[config.mk]
export PLATFORM = sky130hd
export DESIGN_NAME = fetch_stage
export DESIGN_NICKNAME = d
export VERILOG_FILES = /design/src/rtl/fetch_stage.sv
export SDC_FILE = /design/constraint.sdc
export NUM_CORES = 1
export LEC_CHECK = 0
export BUFFER_PORTS_ARGS = -buffer_cell sky130_fd_sc_hd__buf_2
export CAP_MARGIN = 20
export CORE_MARGIN = 3
export CORE_UTILIZATION = 30
export CTS_CLUSTER_DIAMETER = 60
export DETAILED_ROUTE_END_ITERATION = 10
export HOLD_SLACK_MARGIN = 0.05
export PLACE_DENSITY = 0.63
export REMOVE_ABC_BUFFERS = 1
export SYNTH_ARGS = -nofsm -noshare
export SYNTH_HDL_FRONTEND = slang
export SYNTH_SLANG_ARGS = --single-unit
[constraint.sdc]
create_clock -name clk -period 2.3 [get_ports clk]
set_input_delay 0.115 -clock clk [delete_from_list [all_inputs] [get_ports clk]]
set_output_delay 0.115 -clock clk [all_outputs]
set_load 0.03 [all_outputs]
[src/rtl/fetch_stage.sv]
// Instruction fetch stage: owns the PC, issues one imem read at a time over req/gnt/ack,
// and holds the returned word for the decoder until downstream consumes it.
module fetch_stage #(
  parameter int unsigned           ADDR_WIDTH = 32,
  parameter logic [ADDR_WIDTH-1:0] RESET_PC   = {ADDR_WIDTH{1'b0}}
) (
  input  logic                  clk,
  input  logic                  rst,
  output logic                  imem_req,
  output logic [ADDR_WIDTH-1:0] imem_addr,
  input  logic                  imem_gnt,
  input  logic                  imem_ack,
  input  logic [31:0]           imem_rdata,
  output logic [31:0]           instr,
  output logic [6:0]            op,
  output logic [ADDR_WIDTH-1:0] pc,
  output logic                  instr_valid,
  input  logic                  instr_ready,
  input  logic                  branch_taken,
  input  logic [ADDR_WIDTH-1:0] branch_target,
  output logic [31:0]           fetch_count
);

  typedef enum logic [1:0] {
    FETCH = 2'd0,
    WAIT  = 2'd1,
    VALID = 2'd2
  } state_t;

  localparam logic [31:0]           NOP_INSTR  = 32'h0000_0013;
  localparam logic [ADDR_WIDTH-1:0] PC_STEP    = ADDR_WIDTH'(3'd4);
  localparam logic [ADDR_WIDTH-1:0] ALIGN_MASK = ~ADDR_WIDTH'(2'b11);

  state_t                  state_r;
  state_t                  state_next_s;
  logic [ADDR_WIDTH-1:0]   pc_r;
  logic [ADDR_WIDTH-1:0]   pc_next_s;
  logic [31:0]             instr_r;
  logic [31:0]             fetch_count_r;
  logic                    capture_s;
  logic                    consume_s;

  // Next-state, capture/consume strobes and the redirect/sequential PC choice.
  always_comb begin
    state_next_s = state_r;
    pc_next_s    = pc_r;
    capture_s    = 1'b0;
    consume_s    = 1'b0;
    case (state_r)
      FETCH: begin
        // A late ack from a request issued before reset lands here and is dropped.
        if (imem_gnt) begin
          state_next_s = WAIT;
        end else begin
          state_next_s = FETCH;
        end
      end
      WAIT: begin
        if (imem_ack) begin
          capture_s    = 1'b1;
          state_next_s = VALID;
        end else begin
          state_next_s = WAIT;
        end
      end
      VALID: begin
        if (instr_ready) begin
          consume_s    = 1'b1;
          state_next_s = FETCH;
          if (branch_taken) begin
            pc_next_s = branch_target & ALIGN_MASK;
          end else begin
            pc_next_s = pc_r + PC_STEP;
          end
        end else begin
          state_next_s = VALID;
        end
      end
      default: begin
        state_next_s = FETCH;
      end
    endcase
  end

  // State, PC, held instruction and consumed-instruction counter.
  always_ff @(posedge clk) begin
    if (rst) begin
      state_r       <= FETCH;
      pc_r          <= RESET_PC;
      instr_r       <= NOP_INSTR;
      fetch_count_r <= 32'd0;
    end else begin
      state_r <= state_next_s;
      pc_r    <= pc_next_s;
      if (capture_s) begin
        instr_r <= imem_rdata;
      end else begin
        instr_r <= instr_r;
      end
      if (consume_s) begin
        fetch_count_r <= fetch_count_r + 32'd1;
      end else begin
        fetch_count_r <= fetch_count_r;
      end
    end
  end

  // Request is masked by rst so nothing is issued while the stage is held in reset.
  assign imem_req    = (state_r == FETCH) && !rst;
  assign imem_addr   = pc_r;
  assign pc          = pc_r;
  assign instr       = instr_r;
  assign op          = instr_r[6:0];
  assign instr_valid = (state_r == VALID);
  assign fetch_count = fetch_count_r;

endmodule

==> results.cfg <==
[clock_network]
cts.clk_slew.worst_paths_ns = 0.06
clk_path_buf_depth = 2
cts_resized = 0
cts_max_level = 3
hold_buffers = 32
post_cts_buffers = 0
ctsRootBufferMaster = clkbuf_16
cts_made_buffers = 9
insertion_delay_ns = 0.35
cts.sinks = 96
cts_tree = done

[die]
die_y_um = 133
start_util = 0.312
coreArea_um2 = 15500
num_rows = 45
ioPinCount = 207
die_w_um = 133
die_area_um2 = 17700

[worst_setup_path]
cp_max_fo = 10
path_delay_family = simple AND/OR/NAND/NOR gates
critPathBufInv = 0
cp.required_ns = 2.57
cpPeakStageDelay_ns = 0.42
r2r_cells = 6
slowest_stage = or4_1
start_kind = flop
crit_chain = ha_1, and4_4, and3_1, nand4_1, or4_1, a31oi_1
worstSetupEndpointType = flop
arrival_ns = 2.28
worstSetupPathType = reg -> reg
cp_num_cells = 6

[logic_synthesis]
syn_avg_cell_area_um2 = 7.88
ys.flop_type = dfxtp_1
ys_ff_latch = 96
ys_async_sr_fraction = 0
synth_edf_count = 0
netlist_area_um2 = 4840
synth_top_area_frac = 0.397
yosys.area.top_type = dfxtp_1
syn-instance-count = 614
yosys.cell_types.count = 58
synth.top_cells.by_area = dfxtp_1, nand2_1, buf_4
seq_area_frac_synth = 0.397
ys_warn_count = 0

[final_layout]
drive_gt1_frac = 0.305
syn2layout_area_growth_pct = 31.9
seqCellArea_um2 = 1920
fin_util = 0.412
nets = 867
design_area_um2 = 6380
nFillCells = 1585
multi_input_area_um2 = 2430

[pwr]
power_frac_seq = 0.485
p_leak_nw = 2.87
power_frac_clock = 0.400
p_sw_mw = 0.954
switching_share = 0.269
p_int_mw = 2.59
p_comb_frac = 0.115
p_per_area_nw_per_um2 = 555
peakVddDrop_v = 0.000424

[routing]
route.met2.wl_um = 6460
top_layer = met5
wl_um = 14400
vias = 4904
post_drt_via_cell_ratio = 4.85
drt-wirelength-per-cell_um = 14.3
ant_nets = 0
met3_length_um = 1230
m1WireLength_um = 6580
drt_first_pass_iters = 4
drc_errors = 0
drt_iter0_markers = 208

[timing]
min_period_ns = 2.01
rsz0062_at_grt = false
slew_viol_final = 0
fmax_mhz = 499
skew_ns = 0.00966
period_share = 0.872
fin_tns_setup_ns = 0
tightest_slew_ns = 0.710
slew_headroom = 0.526
hold_viol = 0
setup_viol = 0

[run_status]
status = completed

[global_routing]
grt_pass1_vias = 4493
track_usage = 0.158
grt-ovfl-total = 0
grt_max_degree = 44
grt_pass1_wl_um = 23100
antenna_found_initial = 3

[placed_design]
io_buffers = 200
gp_congestion = 0.770
place_area_um2 = 5780
hpwl_um = 10000

[worst_hold_path]
hold_depth = 3
hp-class = in -> reg

[run]
maxCapViolations = 0
==> metal layers <==
layer,up-vias,global-route usage
met1,2236,0.207
met3,14,0.0551
met4,4,0.0375
met5,-,0
met2,183,0.249
li1,2467,-
==> logic make-up (layout without fill, tap and decap cells) <==
kind of cell               Yosys count  in the layout  share of synthesized area
and+or+nand+nor                    277            277                      0.280
AOI/OAI and AO/OA                  111            111                      0.143
DFF                                 96             96                      0.397
buffers and inverters               89            272                      0.103
xor gates and xnor gates            31             31                     0.0561
muxes                                7              7                     0.0145
adders and majority gates            2              2                    0.00517
other                                1              5                   0.000775
==> final cells by class <==
type / instances / share of cell area
clock buffer: 9 / 0.0353
multi-input combinational: 432 / 0.381
antenna: 1 / 0.000392
clock inverter: 7 / 0.00843
tap: 211 / 0.0414
inverter: 8 / 0.00470
sequential: 96 / 0.301
timing repair buffer: 248 / 0.228
==> registers in the layout (all words and copies together), names as in the netlist <==
register	cells
fetch_count	32
imem_addr	30
instr	32
state_r	2
==> tightest hold or removal path, cell delays in order <==
cell and delay (ns):
buf_2 0.10, nand3_1 0.08, a31oi_1 0.08
==> cells in the final DEF (no fill, tap or decap), drive strengths merged, types with 3 or more instances in the layout <==
cell type and instances:
a211oi 8, a21oi 46, a221oi 3, a22o 3
a22oi 5, a31oi 10, and3 16, and4 8
buf 216, clkbuf 9, clkinvlp 3, conb 4
dfxtp 96, dlygate4sd3 32, inv 10, mux2i 7
nand2 101, nand3 31, nand4 24, nor2 62
nor3 12, nor4 4, o21ai 16, o31ai 4
or4 4, xnor2 4, xor2 27
==> power groups by stage <==
stage / combinational [mW] / clock (mW) / sequential [mW]
after floorplan: 0.102 / 0 / 1.84
after CTS: 0.410 / 1.48 / 1.72
after global routing: 0.444 / 1.55 / 1.72
final: 0.409 / 1.42 / 1.72
after detailed placement: 0.368 / 0 / 1.76
after global placement: 0.366 / 0 / 1.76
==> per-stage QoR <==
stage          power (mW)  hold slack (ns)  setup slack (ns)  cells
6_report             3.54           0.0751             0.295   1012
5_1_grt              3.71           0.0706            0.0686   1012
4_1_cts              3.61           0.0542             0.298   1011
3_5_place_dp         2.12            0.341             0.308    963
3_3_place_gp         2.12            0.323             0.338    963
2_1_floorplan        1.94            0.184           -0.0939    536
==> cell usage after synthesis, drive strengths merged, types with 2 or more instances <==
cell type and n:
and4 8, o21ai 16, o31ai 4, a211oi 8, mux2i 7, dfxtp 96
nor2 62, a22o 3, nand2 101, nor2b 2, or4 4, nor3 12
nand4b 2, ha 2, o211ai 2, nand2b 2, a221oi 3, nor4 4
and3 16, a22oi 5, a21oi 46, clkbuf 35, nand4 24, nand3 31
or3 2, or2 2, buf 46, a31oi 10, inv 8, nand3b 2
xor2 27, xnor2 4, a32o 2
==> path summary, 6_finish.rpt <==
kind                          from       endpoint  slack (ns)
setup / recovery      imem_addr[2]  imem_addr[22]        0.29
hold / removal    branch_target[2]   imem_addr[2]        0.08
setup reg to reg      imem_addr[2]  imem_addr[22]        0.29
hold reg to reg          instr[30]      instr[30]        0.45
No activity file was read; power rests on OpenSTA's default activity.
